## src/rtl/addsub_serial_seq_pkg.sv

```systemverilog
// Shared types and constants for the nibble-serial add/subtract sequencer.
// Holds the FSM state encoding, the slice width and the index-width helper.
package addsub_serial_seq_pkg;

   localparam int NIBBLE_W = 4;

   typedef enum logic [1:0] {
      ST_IDLE = 2'd0,
      ST_RUN  = 2'd1,
      ST_DONE = 2'd2
   } state_t;

   // Nibble index width: clog2 of the nibble count, never less than one bit.
   function automatic int idx_width(input int n);
      return (n <= 1) ? 1 : $clog2(n);
   endfunction

endpackage

```

## src/rtl/addsub_serial_seq_addsub4.sv

```systemverilog
// Combinational 4-bit add/subtract slice built as a ripple of full adders.
// Subtract inverts b and the incoming carry, so carry_in acts as a borrow and carry_out as "no borrow".
module addsub4_structural
   import addsub_serial_seq_pkg::*;
(
   input  logic [NIBBLE_W-1:0] i_a,
   input  logic [NIBBLE_W-1:0] i_b,
   input  logic                i_sub,
   input  logic                i_cin,
   output logic [NIBBLE_W-1:0] o_sum,
   output logic                o_cout
);

   logic [NIBBLE_W-1:0] w_b;
   logic [NIBBLE_W:0]   w_c;

   assign w_b    = i_b ^ {NIBBLE_W{i_sub}};
   assign w_c[0] = i_cin ^ i_sub;

   for (genvar g = 0; g < NIBBLE_W; g++) begin : g_fa
      assign o_sum[g]   = i_a[g] ^ w_b[g] ^ w_c[g];
      assign w_c[g+1]   = (i_a[g] & w_b[g]) | (w_c[g] & (i_a[g] ^ w_b[g]));
   end

   assign o_cout = w_c[NIBBLE_W];

endmodule

```

## src/rtl/addsub_serial_seq.sv

```systemverilog
// Multi-cycle W-bit add/subtract sequencer: feeds latched operands through one 4-bit slice,
// LSB nibble first, carrying between nibbles and assembling the wide result.
//
// state   | meaning
// --------+---------------------------------------------------------------
// ST_IDLE | waiting for start; outputs hold last result
// ST_RUN  | one nibble per clock through the slice, busy=1
// ST_DONE | one-cycle done pulse; start here is accepted back-to-back
module addsub_serial_seq
   import addsub_serial_seq_pkg::*;
#(
   parameter int NIBBLES = 4
) (
   input  logic                        clk,
   input  logic                        rst_n,
   input  logic                        i_start,
   input  logic                        i_subtract,
   input  logic                        i_carry_in,
   input  logic [NIBBLE_W*NIBBLES-1:0] i_a,
   input  logic [NIBBLE_W*NIBBLES-1:0] i_b,
   output logic                        o_busy,
   output logic                        o_done,
   output logic [NIBBLE_W*NIBBLES-1:0] o_result,
   output logic                        o_carry_out,
   output logic                        o_overflow
);

   localparam int W     = NIBBLE_W * NIBBLES;
   localparam int IDX_W = idx_width(NIBBLES);

   state_t              r_state;
   logic [IDX_W-1:0]    r_idx;
   logic [W-1:0]        r_a;
   logic [W-1:0]        r_b;
   logic                r_sub;
   logic                r_cin;
   logic                r_carry;
   logic [W-1:0]        r_result;
   logic                r_busy;
   logic                r_done;
   logic                r_cout;
   logic                r_ovf;

   logic [NIBBLE_W-1:0] w_slice_a;
   logic [NIBBLE_W-1:0] w_slice_b;
   logic [NIBBLE_W-1:0] w_slice_sum;
   logic                w_slice_cin;
   logic                w_slice_cout;
   logic                w_last;
   logic                w_ovf;

   assign w_slice_a = r_a[int'(r_idx)*NIBBLE_W +: NIBBLE_W];
   assign w_slice_b = r_b[int'(r_idx)*NIBBLE_W +: NIBBLE_W];
   // The slice re-applies subtract to its carry input, so the raw carry is pre-inverted here.
   assign w_slice_cin = (r_idx == '0) ? r_cin : (r_carry ^ r_sub);
   assign w_last      = (r_idx == IDX_W'(NIBBLES-1));
   assign w_ovf       = (r_a[W-1] ~^ (r_b[W-1] ^ r_sub)) & (w_slice_sum[NIBBLE_W-1] ^ r_a[W-1]);

   addsub4_structural u_slice (
      .i_a    (w_slice_a),
      .i_b    (w_slice_b),
      .i_sub  (r_sub),
      .i_cin  (w_slice_cin),
      .o_sum  (w_slice_sum),
      .o_cout (w_slice_cout)
   );

   always_ff @(posedge clk or negedge rst_n) begin
      if (!rst_n) begin
         r_state  <= ST_IDLE;
         r_idx    <= '0;
         r_a      <= '0;
         r_b      <= '0;
         r_sub    <= 1'b0;
         r_cin    <= 1'b0;
         r_carry  <= 1'b0;
         r_result <= '0;
         r_busy   <= 1'b0;
         r_done   <= 1'b0;
         r_cout   <= 1'b0;
         r_ovf    <= 1'b0;
      end else begin
         case (r_state)
            ST_IDLE, ST_DONE: begin
               r_done <= 1'b0;
               if (i_start) begin
                  r_a     <= i_a;
                  r_b     <= i_b;
                  r_sub   <= i_subtract;
                  r_cin   <= i_carry_in;
                  r_idx   <= '0;
                  r_busy  <= 1'b1;
                  r_state <= ST_RUN;
               end else begin
                  r_state <= ST_IDLE;
               end
            end
            ST_RUN: begin
               r_result[int'(r_idx)*NIBBLE_W +: NIBBLE_W] <= w_slice_sum;
               r_carry <= w_slice_cout;
               if (w_last) begin
                  r_idx   <= '0;
                  r_busy  <= 1'b0;
                  r_done  <= 1'b1;
                  r_cout  <= w_slice_cout;
                  r_ovf   <= w_ovf;
                  r_state <= ST_DONE;
               end else begin
                  r_idx <= r_idx + 1'b1;
               end
            end
            default: r_state <= ST_IDLE;
         endcase
      end
   end

   assign o_busy      = r_busy;
   assign o_done      = r_done;
   assign o_result    = r_result;
   assign o_carry_out = r_cout;
   assign o_overflow  = r_ovf;

endmodule

```

## config.mk

```make
export PLATFORM = sky130hd
export DESIGN_NAME = addsub_serial_seq
export DESIGN_NICKNAME = d
export VERILOG_FILES = /design/src/rtl/addsub_serial_seq_pkg.sv /design/src/rtl/addsub_serial_seq_addsub4.sv /design/src/rtl/addsub_serial_seq.sv
export SDC_FILE = /design/constraint.sdc
export NUM_CORES = 1
export LEC_CHECK = 0
export ABC_AREA = 1
export BUFFER_PORTS_ARGS = -buffer_cell sky130_fd_sc_hd__buf_2
export CAP_MARGIN = 0
export CORE_MARGIN = 3
export CORE_UTILIZATION = 45
export CTS_BUF_LIST = sky130_fd_sc_hd__clkbuf_8
export DETAILED_ROUTE_END_ITERATION = 6
export PLACE_DENSITY = 0.75
export SLEW_MARGIN = 20
export SYNTH_ARGS = -nofsm -noshare
export SYNTH_HDL_FRONTEND = slang
export SYNTH_SLANG_ARGS = --single-unit
```

## constraint.sdc

```tcl
create_clock -name clk -period 4.47 [get_ports clk]
set_input_delay 0 -clock clk [delete_from_list [all_inputs] [get_ports clk]]
set_output_delay 0 -clock clk [all_outputs]
set_load 0.005 [all_outputs]
```

==> flow_metrics.env <==
export IMPL_status="complete, no violations"
export IMPL_drive_gt1_frac=0.191
export IMPL_post_place_ws_ns=1.04
export IMPL_worst_path_max_fanout=27
export IMPL_synth_top_family_by_area="simple AND/OR/NAND/NOR gates"
export IMPL_met3_usage=0.0461
export IMPL_slew_headroom=0.520
export IMPL_layout_nets=492
export IMPL_crit_path_frequent_cell="fa_1"
export IMPL_grt_pass1_vias=2589
export IMPL_cts_tree="done"
export IMPL_gr_usage_met2=0.324
export IMPL_power_leakage_nw=1.96
export IMPL_seq_area_frac_synth=0.515
export IMPL_endpoint="o_result[7]$_DFFE_PN0P_"
export IMPL_drtPass1Iterations=5
export IMPL_coreArea_sq_um=6030
export IMPL_wl_per_cell_microns=12.4
export IMPL_avgSynthCellArea_sq_um=8.05
export IMPL_die_y_microns=85.8
export IMPL_critPathRequiredTime_ns=4.75
export IMPL_final_seq_area_sq_um=1480
export IMPL_antenna_found_initial=0
export IMPL_power_density_nw_per_um2=744
export IMPL_cts_htree_levels=3
export IMPL_globalplace_congestion=0.856
export IMPL_final_cell_mix="nand2_1, nand3_1, dfrtp_1"
export IMPL_syn_area_sq_um=2870
export IMPL_dpl_instance_area_sq_um=3180
export IMPL_tns_ns=0
export IMPL_synth_compound_area_frac=0.0498
export IMPL_crit_cells=13
export IMPL_synth_nets=403
export IMPL_track_usage=0.201
export IMPL_rr_worst_depth=13
export IMPL_end_kind="flip-flop"
export IMPL_fin_cells=525
export IMPL_crit_arrival_ns=3.71
export IMPL_crit_chain="buf_4, inv_2, ha_1, nor2_1, a21oi_1, fa_1, inv_1, fa_1, fa_1, fa_1, nor2_1, nand3_1, o21ai_1"
export IMPL_drv_slew=0
export IMPL_multi_input_area_sq_um=1240
export IMPL_rr_endpoint="o_result[7]$_DFFE_PN0P_"
export IMPL_ant_nets=0
export IMPL_worstSetupStartpointType="flip-flop"
export IMPL_skew_ns=0.0102
export IMPL_overflow=0
export IMPL_hp_class="in -> reg"
export IMPL_fmax_mhz=291
export IMPL_final_common_cell="nand2_1"
export IMPL_drc=0
export IMPL_rsz0062_at_grt="false"
export IMPL_cts_clk_slew_worst_paths_ns=0.07
export IMPL_clockRootBuffer="clkbuf_8"
export IMPL_grt_first_pass_wirelength_microns=11600
export IMPL_fillers=557
export IMPL_vias_per_cell=4.96
export IMPL_fin_util=0.618
export IMPL_tightest_slew_ns=0.720
export IMPL_min_period_ns=3.43
export IMPL_drt_iter0_drc=138
export IMPL_synth_mux_area_frac=0
export IMPL_r2r_slack_ns=1.04
export IMPL_yosys_area_share_simple=0.328
export IMPL_worst_setup_path_type="reg -> reg"
export IMPL_cp_slowest_stage_delay_ns=0.49
export IMPL_ys_warnings_count=0
export IMPL_antenna_cells=0
export IMPL_cts_buffer_depth=2
export IMPL_wl_microns=6520
export IMPL_grt_max_degree=60
export IMPL_cts_inserted_buffers=9
export IMPL_die_area_sq_um=7360
export IMPL_synthAdderAreaFrac=0.0541
export IMPL_clock_sinks=59
export IMPL_clock_latency_ns=0.35
export IMPL_synthCells=356
export IMPL_setup_violations=0
export IMPL_design_area_sq_um=3720
export IMPL_place_inst=474
export IMPL_place_port_buffers=56
export IMPL_start_util=0.475
export IMPL_synth_xor_area_frac=0.00306
export IMPL_path_buf_inv=3
export IMPL_post_cts_resized=0
export IMPL_period_share=0.768
export IMPL_boundaryPins=57
export IMPL_final_hold_violation_count=0
export IMPL_crit_start="r_idx[0]$_DFFE_PN0P_"
export IMPL_critical_path_slowest_cell="fa_1"
export IMPL_drv_cap=0
export IMPL_syn_to_final_growth_pct=29.9
export IMPL_ir_drop_mv=0.437
export IMPL_die_width_microns=85.8
export IMPL_num_rows=28
export IMPL_synth_distinct_cells=20
export IMPL_num_vias=2605
export IMPL_grtUsageMet1=0.255
export IMPL_setup_ws_ns=1.04
export IMPL_ys_ff_latch=59
export IMPL_critPathTopFamily="adder cells"
export IMPL_dp_hpwl_microns=4430
export IMPL_r2r_start="r_idx[0]$_DFFE_PN0P_"
export IMPL_gr_max_usage_layer="met2"
==> state kept, by name, summed over array words and instances (netlist names) <==
name	cells
o_result	16
r_a	16
r_b	16
r_idx	2
r_state	2
o_busy	1
o_carry_out	1
o_done	1
o_overflow	1
r_carry	1
r_cin	1
r_sub	1
==> timing repair <==
action | CTS | global route
buffers inserted | 0 | 0
hold endpoints to repair | 93 | 0
hold buffers | 35 | 0
==> layer usage <==
| layer | vias up | wire length [microns] |
|---|---|---|
| li1 | 1324 | - |
| met1 | 1199 | 2920 |
| met2 | 71 | 3110 |
| met3 | 11 | 378 |
| met4 | 0 | 110 |
| met5 | - | 0 |
==> worst register-to-register path: cells and delay by family (launching register included) <==
family | cells | cell delay [ns]
AO/OA/AOI/OAI | 2 | 0.28
buffers and inverters | 3 | 0.58
AND/OR/NAND/NOR | 3 | 0.38
flip-flops | 1 | 0.36
adder cells (fa/ha/maj) | 5 | 1.75
==> where the power goes <==
group / total, mW / switching, mW / internal [mW]
clock network: 0.472 / 0.205 / 0.267
logic: 1.38 / 0.875 / 0.507
registers: 0.917 / 0.156 / 0.760
total: 2.77 / 1.24 / 1.53
==> cell families (layout without fill, tap and decap cells) <==
family / after synthesis / in the layout
xor gates and xnor gates: 1 / 1
DFF: 59 / 59
AOI/OAI and AO/OA: 28 / 28
adders and majority gates: 10 / 10
buffers and inverters: 32 / 126
and+or+nand+nor: 226 / 226
==> how the worst min path moves through the flow <==
stage,start,to,slack (ns),cells after the start
floorplan,rst_n,o_busy$_DFFE_PN0P_,-0.30,0
global placement,rst_n,o_result[12]$_DFFE_PN0P_,0.19,2
detailed placement,rst_n,o_result[8]$_DFFE_PN0P_,0.19,2
CTS,i_start,r_a[9]$_DFFE_PN0P_,0.15,3
global route,i_start,r_b[9]$_DFFE_PN0P_,0.19,3
finish,i_start,r_b[5]$_DFFE_PN0P_,0.16,3
==> synthesized netlist by cell type (all sizes together) <==
| library cell | number | area share |
|---|---|---|
| buf | 12 | 0.024 |
| clkbuf | 4 | 0.0052 |
| o21ai | 20 | 0.035 |
| nand2 | 150 | 0.20 |
| o22ai | 2 | 0.0044 |
| a21oi | 6 | 0.010 |
| ha | 6 | 0.026 |
| nor2 | 16 | 0.024 |
| inv | 16 | 0.021 |
| dfrtp | 59 | 0.52 |
| fa | 4 | 0.028 |
| nand3 | 60 | 0.10 |
| xnor2 | 1 | 0.0031 |
==> layout make-up <==
cell class              instances  share of cell area
clock buffers                  10              0.0370
well taps                      75              0.0252
repair buffers                 94               0.175
flip-flops and latches         59               0.397
clock inverters                 6              0.0151
multi-input cells             265               0.334
inverters                      16              0.0161
==> through the flow <==
step,power [mW],hold WS (ns)
finish,2.77,0.164
global route,3.06,0.186
CTS,2.79,0.153
detailed placement,2.28,0.186
global placement,2.23,0.185
floorplan,1.92,-0.296
(Power assumes the default switching activity.)
